## src/rtl/snoop_bus_pkg.sv

```systemverilog
// Shared definitions for the snoop bus: FSM state codes, default bus widths,
// the snoop op encoding and the round-robin pointer advance.
package snoop_bus_pkg;

  typedef logic [1:0] state_t;

  localparam state_t ST_IDLE   = 2'd0;
  localparam state_t ST_GRANT  = 2'd1;
  localparam state_t ST_ACCESS = 2'd2;
  localparam state_t ST_DONE   = 2'd3;

  localparam int DEF_ADDR_W = 12;
  localparam int DEF_DATA_W = 16;

  localparam logic SNOOP_RD = 1'b0;
  localparam logic SNOOP_WR = 1'b1;

  // Next owner to be favoured once requester idx has been served.
  function automatic int rr_next(input int idx, input int n);
    return (idx + 1 >= n) ? 0 : idx + 1;
  endfunction

endpackage

```

## src/rtl/rr_arbiter.sv

```systemverilog
// Combinational round-robin picker: first set request bit searching upward
// from rr_ptr_i, wrapping at NUM_REQ.
module rr_arbiter #(
  parameter int NUM_REQ = 3,
  parameter int IDX_W   = 2
) (
  input  logic [NUM_REQ-1:0] req_i,
  input  logic [IDX_W-1:0]   rr_ptr_i,
  output logic [IDX_W-1:0]   idx_o,
  output logic               any_req_o
);

  int cand;

  always_comb begin
    idx_o     = '0;
    any_req_o = 1'b0;
    cand      = 0;
    for (int k = 0; k < NUM_REQ; k++) begin
      cand = (int'(rr_ptr_i) + k) % NUM_REQ;
      if (!any_req_o && req_i[cand]) begin
        any_req_o = 1'b1;
        idx_o     = IDX_W'(cand);
      end
    end
  end

endmodule

```

## src/rtl/mem_bus_arbiter.sv

```systemverilog
// Shared-bus controller: round-robin arbitration between cache controllers,
// snoop broadcast of the winning op, and sequencing of the single memory port.
//
//  state     | meaning
//  ----------+---------------------------------------------------------
//  ST_IDLE   | waiting for a request; arbitrate and latch the operands
//  ST_GRANT  | owner granted, op broadcast on the snoop bus for 1 cycle
//  ST_ACCESS | memory port driven for MEM_LAT cycles, strobe in the last
//  ST_DONE   | ack pulse to owner, round-robin pointer advanced
module mem_bus_arbiter
  import snoop_bus_pkg::*;
#(
  parameter int NUM_REQ = 3,
  parameter int ADDR_W  = DEF_ADDR_W,
  parameter int DATA_W  = DEF_DATA_W,
  parameter int MEM_LAT = 2,
  localparam int IDX_W  = (NUM_REQ > 1) ? $clog2(NUM_REQ) : 1
) (
  input  logic                      clock_i,
  input  logic                      reset_n_i,
  input  logic [NUM_REQ-1:0]        req_i,
  input  logic [NUM_REQ-1:0]        req_we_i,
  input  logic [NUM_REQ*ADDR_W-1:0] req_addr_i,
  input  logic [NUM_REQ*DATA_W-1:0] req_wdata_i,
  output logic [NUM_REQ-1:0]        gnt_o,
  output logic [NUM_REQ-1:0]        ack_o,
  output logic [DATA_W-1:0]         rdata_o,
  output logic                      snoop_valid_o,
  output logic                      snoop_we_o,
  output logic [ADDR_W-1:0]         snoop_addr_o,
  output logic [IDX_W-1:0]          snoop_src_o,
  output logic                      busy_o,
  output logic                      mem_writeEn_o,
  output logic [ADDR_W-1:0]         mem_tagIn_o,
  output logic [DATA_W-1:0]         mem_dataIn_o,
  input  logic [DATA_W-1:0]         mem_dataOut_i
);

  localparam int CNT_W = (MEM_LAT > 1) ? $clog2(MEM_LAT) : 1;

  state_t              state_q, state_d;
  logic [IDX_W-1:0]    rr_ptr_q, rr_ptr_d;
  logic [IDX_W-1:0]    idx_q, idx_d;
  logic                we_q, we_d;
  logic [ADDR_W-1:0]   addr_q, addr_d;
  logic [DATA_W-1:0]   wdata_q, wdata_d;
  logic [CNT_W-1:0]    cnt_q, cnt_d;
  logic [DATA_W-1:0]   rdata_q, rdata_d;

  logic [IDX_W-1:0]    win_idx;
  logic                win_any;
  logic                last_access;
  logic [NUM_REQ-1:0]  owner_oh;

  rr_arbiter #(
    .NUM_REQ (NUM_REQ),
    .IDX_W   (IDX_W)
  ) u_rr_arbiter (
    .req_i     (req_i),
    .rr_ptr_i  (rr_ptr_q),
    .idx_o     (win_idx),
    .any_req_o (win_any)
  );

  assign last_access = (cnt_q == CNT_W'(MEM_LAT - 1));
  assign owner_oh    = NUM_REQ'(1) << idx_q;
  assign rdata_o     = rdata_q;

  always_ff @(posedge clock_i or negedge reset_n_i) begin
    if (!reset_n_i) begin
      state_q  <= ST_IDLE;
      rr_ptr_q <= '0;
      idx_q    <= '0;
      we_q     <= 1'b0;
      addr_q   <= '0;
      wdata_q  <= '0;
      cnt_q    <= '0;
      rdata_q  <= '0;
    end else begin
      state_q  <= state_d;
      rr_ptr_q <= rr_ptr_d;
      idx_q    <= idx_d;
      we_q     <= we_d;
      addr_q   <= addr_d;
      wdata_q  <= wdata_d;
      cnt_q    <= cnt_d;
      rdata_q  <= rdata_d;
    end
  end

  always_comb begin
    state_d  = state_q;
    rr_ptr_d = rr_ptr_q;
    idx_d    = idx_q;
    we_d     = we_q;
    addr_d   = addr_q;
    wdata_d  = wdata_q;
    cnt_d    = cnt_q;
    rdata_d  = rdata_q;
    unique case (state_q)
      ST_IDLE: begin
        // Operands are captured here only; later changes by the requester are ignored.
        if (win_any) begin
          idx_d   = win_idx;
          we_d    = req_we_i[win_idx];
          addr_d  = req_addr_i[int'(win_idx)*ADDR_W +: ADDR_W];
          wdata_d = req_wdata_i[int'(win_idx)*DATA_W +: DATA_W];
          state_d = ST_GRANT;
        end
      end
      ST_GRANT: begin
        cnt_d   = '0;
        state_d = ST_ACCESS;
      end
      ST_ACCESS: begin
        if (last_access) begin
          if (we_q == SNOOP_RD) begin
            rdata_d = mem_dataOut_i;
          end
          state_d = ST_DONE;
        end else begin
          cnt_d = cnt_q + CNT_W'(1);
        end
      end
      ST_DONE: begin
        rr_ptr_d = IDX_W'(rr_next(int'(idx_q), NUM_REQ));
        state_d  = ST_IDLE;
      end
      default: state_d = ST_IDLE;
    endcase
  end

  always_comb begin
    gnt_o         = '0;
    ack_o         = '0;
    snoop_valid_o = 1'b0;
    snoop_we_o    = 1'b0;
    snoop_addr_o  = '0;
    snoop_src_o   = '0;
    busy_o        = (state_q != ST_IDLE);
    mem_writeEn_o = 1'b0;
    mem_tagIn_o   = '0;
    mem_dataIn_o  = '0;
    unique case (state_q)
      ST_GRANT: begin
        gnt_o         = owner_oh;
        snoop_valid_o = 1'b1;
        snoop_we_o    = (we_q == SNOOP_WR);
        snoop_addr_o  = addr_q;
        snoop_src_o   = idx_q;
      end
      ST_ACCESS: begin
        // Single write strobe in the final access cycle, after the address has settled.
        gnt_o         = owner_oh;
        mem_tagIn_o   = addr_q;
        mem_dataIn_o  = wdata_q;
        mem_writeEn_o = we_q && last_access;
      end
      ST_DONE: begin
        gnt_o = owner_oh;
        ack_o = owner_oh;
      end
      default: ;
    endcase
  end

endmodule
```

## config.mk

```make
export PLATFORM = sky130hd
export DESIGN_NAME = mem_bus_arbiter
export DESIGN_NICKNAME = d
export VERILOG_FILES = /design/src/rtl/snoop_bus_pkg.sv /design/src/rtl/rr_arbiter.sv /design/src/rtl/mem_bus_arbiter.sv
export SDC_FILE = /design/constraint.sdc
export NUM_CORES = 1
export LEC_CHECK = 0
export ABC_AREA = 0
export CORE_ASPECT_RATIO = 0.8
export CORE_UTILIZATION = 36
export DETAILED_ROUTE_END_ITERATION = 8
export GPL_TIMING_DRIVEN = 0
export PLACE_DENSITY = 0.77
export SLEW_MARGIN = 20
export SYNTH_ARGS = -nofsm -noshare
export SYNTH_HDL_FRONTEND = slang
export SYNTH_SLANG_ARGS = --single-unit
```

## constraint.sdc

```tcl
create_clock -name clock_i -period 2 [get_ports clock_i]
set_input_delay 0.2 -clock clock_i [delete_from_list [all_inputs] [get_ports clock_i]]
set_output_delay 0.2 -clock clock_i [all_outputs]
set_load 0.02 [all_outputs]
```

==> metrics.md <==
| Metric | Value |
|---|---|
| Outcome | `finished with violations` |
| Failing checks | `negative setup slack` |
| Die W | `110 um` |
| Root Driver | `clkbuf_16` |
| Kind of critical path | `reg -> reg` |
| N_diodes | `0` |
| Via Count | `3,276` |
| First-pass GRT wire length | `17,200 um` |
| Final wirelength | `11,300 um` |
| Synth cell types | `37` |
| Setup violators final | `33` |
| RSZ-0062 raised after global routing | `true` |
| Min Tclk post-route | `2320 ps` |
| Syn Area/Cell | `10.7 um^2` |
| Clock slew at reported path FFs | `70 ps` |
| TNS Setup | `-9000 ps` |
| Clock share of power | `10.8%` |
| Gate Count Post-Synth | `317` |
| Power Internal | `5280 uW` |
| Area grow syn2layout | `75.5%` |
| Largest cells by area after synthesis | `dfrtp_1 38%, o211ai_2 11%, mux2i_1 10%` |
| Fraction of layout cells with a size suffix above 1 | `28.8%` |
| Largest net degree at the start of global routing | `53` |
| Layout Nets | `630` |
| Clock latency at the later pin of the worst-skew pair | `290 ps` |
| Half-perimeter wire length after placement | `8000 um` |
| Cell Area, Synth | `3390 um^2` |
| Antenna Violating Nets Remaining | `0` |
| Gr ovfl total | `0` |
| Hold Fails Final Rpt | `0` |
| YS warnings | `0` |
| Post-route insts no fill | `629` |
| Routability cong. | `0.818` |
| Drt initial violations | `127` |
| Combinational power share | `67.9%` |
| RR Startpoint | `rr_ptr_q[1]$_DFFE_PN0P_` |
| Switching share of power | `42.1%` |
| Ports | `176` |
| # port buffers | `175` |
| Critical Path Fanout Max | `10` |
| GRT Total Usage | `22.4%` |
| Power Dens Cells | `1540 nW/um^2` |
| Measured slew at the worst slew-check pin | `688 ps` |
| Placed cells | `607` |
| Final worst slack | `-320 ps` |
| Core box area | `9080 um^2` |
| Max-slew violations | `0` |
| Drt pass-1 iters | `4` |
| Period utilisation layout | `116%` |
| Max Clock Skew | `8.41 ps` |
| Slew HR | `54.2%` |
| Max Cap Viol | `0` |
| Seq pwr share | `21.2%` |
| Initial antenna violation count | `0` |
| Die area | `9800 um^2` |
| Via/cell ratio | `5.21` |
| Crit path required time | `2210 ps` |
| CTS sink cnt | `52` |
| P_sw | `3840 uW` |
| Setup crit start kind | `flop` |
| Number of remaining DRC errors | `0` |
| FF-to-FF path depth | `9` |
| Fmax | `431 MHz` |
| Area taken by multi-input logic gates | `2210 um^2` |
| Yosys top cell area share | `38.4%` |
| Leakage power | `0.00264 uW` |
| Number of H-tree levels | `2` |
| Die height | `88.7 um` |
| Initial Util | `37.3%` |
| Post-synthesis register bit count | `52` |
| Num CTS Buffers | `5` |
| Sequential share of the synthesized area | `38.4%` |
| CP arrival | `2530 ps` |
| Fillcell total | `734` |
| Clock Tree Buf Depth | `2` |
| CTS tree | `yes` |
| Largest area contributor in the synthesized netlist | `dfrtp_1` |
| Avg WL per Cell | `17.9 um` |
| Syn_nets | `434` |
| FF+latch area | `1300 um^2` |
| R2r endpoint | `wdata_q[13]$_DFFE_PN0P_` |
| Reg2reg setup slack | `-320 ps` |
| Vias in the first global route | `3,322` |
| Maximum vdd drop | `718 uV` |
| Cell row count | `31` |
| HP Class | `in -> async` |
| Setup crit end kind | `flop` |
## layout make-up
type / count / share of cell area (%)
Multi-Input combinational cell: 232 / 37.3
Tap cell: 115 / 2.42
Clock buffer: 5 / 2.11
Inverter: 8 / 0.505
Timing Repair Buffer: 190 / 31.3
Buffer: 24 / 3.75
Clock inverter: 3 / 0.716
Sequential cell: 52 / 21.9
## power groups by stage
stage / Sequential [uW] / Combinational [uW] / Clock, uW
final: 1940 / 6200 / 988
after global routing: 2010 / 6610 / 1040
after CTS: 1920 / 5900 / 1010
after detailed placement: 1920 / 5300 / 0
after global placement: 1900 / 5200 / 0
after floorplan: 2050 / 3170 / 0
## metal layers
| metal | GRT usage, % | share of wire (%) |
|---|---|---|
| met1 | 28.0 | 44 |
| met2 | 40.2 | 50 |
| met3 | 5.00 | 5.9 |
| met4 | 4.85 | 0.42 |
| met5 | 0 | 0 |
## worst max-delay path: stages (launching register included)
cell	delay (ps)
dfrtp_1	390
buf_4	150
ha_4	270
buf_6	110
nand3b_1	120
o21a_1	180
a31o_4	250
or3_4	430
buf_8	180
o211ai_2	160
## placed cells by master (no fill, tap or decap), types with 4 or more instances in the layout
cell type and n:
o211ai_1 29, o211ai_2 29, ha_1 4, buf_4 13, clkdlybuf4s15_1 10, clkdlybuf4s15_2 8
dlygate4sd2_1 20, nand2_1 30, dfrtp_1 50, buf_6 4, o21a_1 4, mux2i_1 16
ha_4 4, mux2i_4 14, inv_1 4, and2_1 45, mux2_2 18, clkdlybuf4s50_1 124
mux2i_2 4, clkbuf_16 6, clkbuf_2 13, clkbuf_4 5, inv_2 4
## per-stage QoR
stage	total power [uW]	cell area (um^2)	utilization (%)	hold slack (ps)	worst slack (ps)
2_1_floorplan	5220	3400	-	-95.6	-116
3_3_place_gp	7090	5300	58.3	462	-880
3_5_place_dp	7220	5290	58.3	288	-517
4_1_cts	8830	5810	64.1	489	-328
5_1_grt	9670	5940	65.5	496	-392
6_report	9130	5940	65.5	488	-320
## cells by family (layout without fill, tap and decap cells)
family / after synthesis / in the layout / synth area share [%]
flip-flops: 52 / 52 / 38.4
buffers and inverters: 33 / 230 / 4.91
multiplexers: 54 / 54 / 16.8
AO/OA/AOI/OAI: 75 / 75 / 21.0
AND/OR/NAND/NOR: 94 / 94 / 15.5
adder cells (fa/ha/maj): 9 / 9 / 3.33
## worst max-delay path by stage
stage | from | endpoint
final | rr_ptr_q[1]$_DFFE_PN0P_ | wdata_q[13]$_DFFE_PN0P_
after global routing | rr_ptr_q[0]$_DFFE_PN0P_ | addr_q[6]$_DFFE_PN0P_
after CTS | rr_ptr_q[0]$_DFFE_PN0P_ | wdata_q[15]$_DFFE_PN0P_
after detailed placement | rr_ptr_q[0]$_DFFE_PN0P_ | addr_q[8]$_DFFE_PN0P_
after global placement | reset_n_i | wdata_q[5]$_DFFE_PN0P_
after floorplan | rr_ptr_q[1]$_DFFE_PN0P_ | addr_q[2]$_DFFE_PN0P_
## synthesized netlist by cell type, drive strengths merged
master,instances
buf,10
nor2b,2
o21ai,2
ha,9
nand2,30
nor2,2
nand3b,3
o21bai,2
dfrtp,52
o311ai,1
clkbuf,15
a31oi,1
nand2b,1
mux2,20
mux2i,34
or3,1
o41ai,1
a211o,1
o21a,4
o32ai,1
o211ai,58
inv,8
nand3,1
a21oi,1
and3,2
nor3,1
and3b,2
a31o,2
nand4b,1
and2,45
o221a,1
nor3b,3
## timing repair
item / CTS / global route
gates cloned: 2 / 1
endpoints found under the hold margin: 52 / 0
endpoints found under the setup margin: 91 / 87
setup buffers: 11 / 0
resized for setup: 142 / 48
pin swaps: 11 / 2
hold buffers: 1 / 0
## flip-flops by register name, summed over array words and instances (netlist names)
signal	cells
addr_q	12
we_q	1
idx_q	2
rr_ptr_q	2
state_q	2
cnt_q	1
rdata_o	16
wdata_q	16
Note: power is estimated with default switching activity, not from simulation.
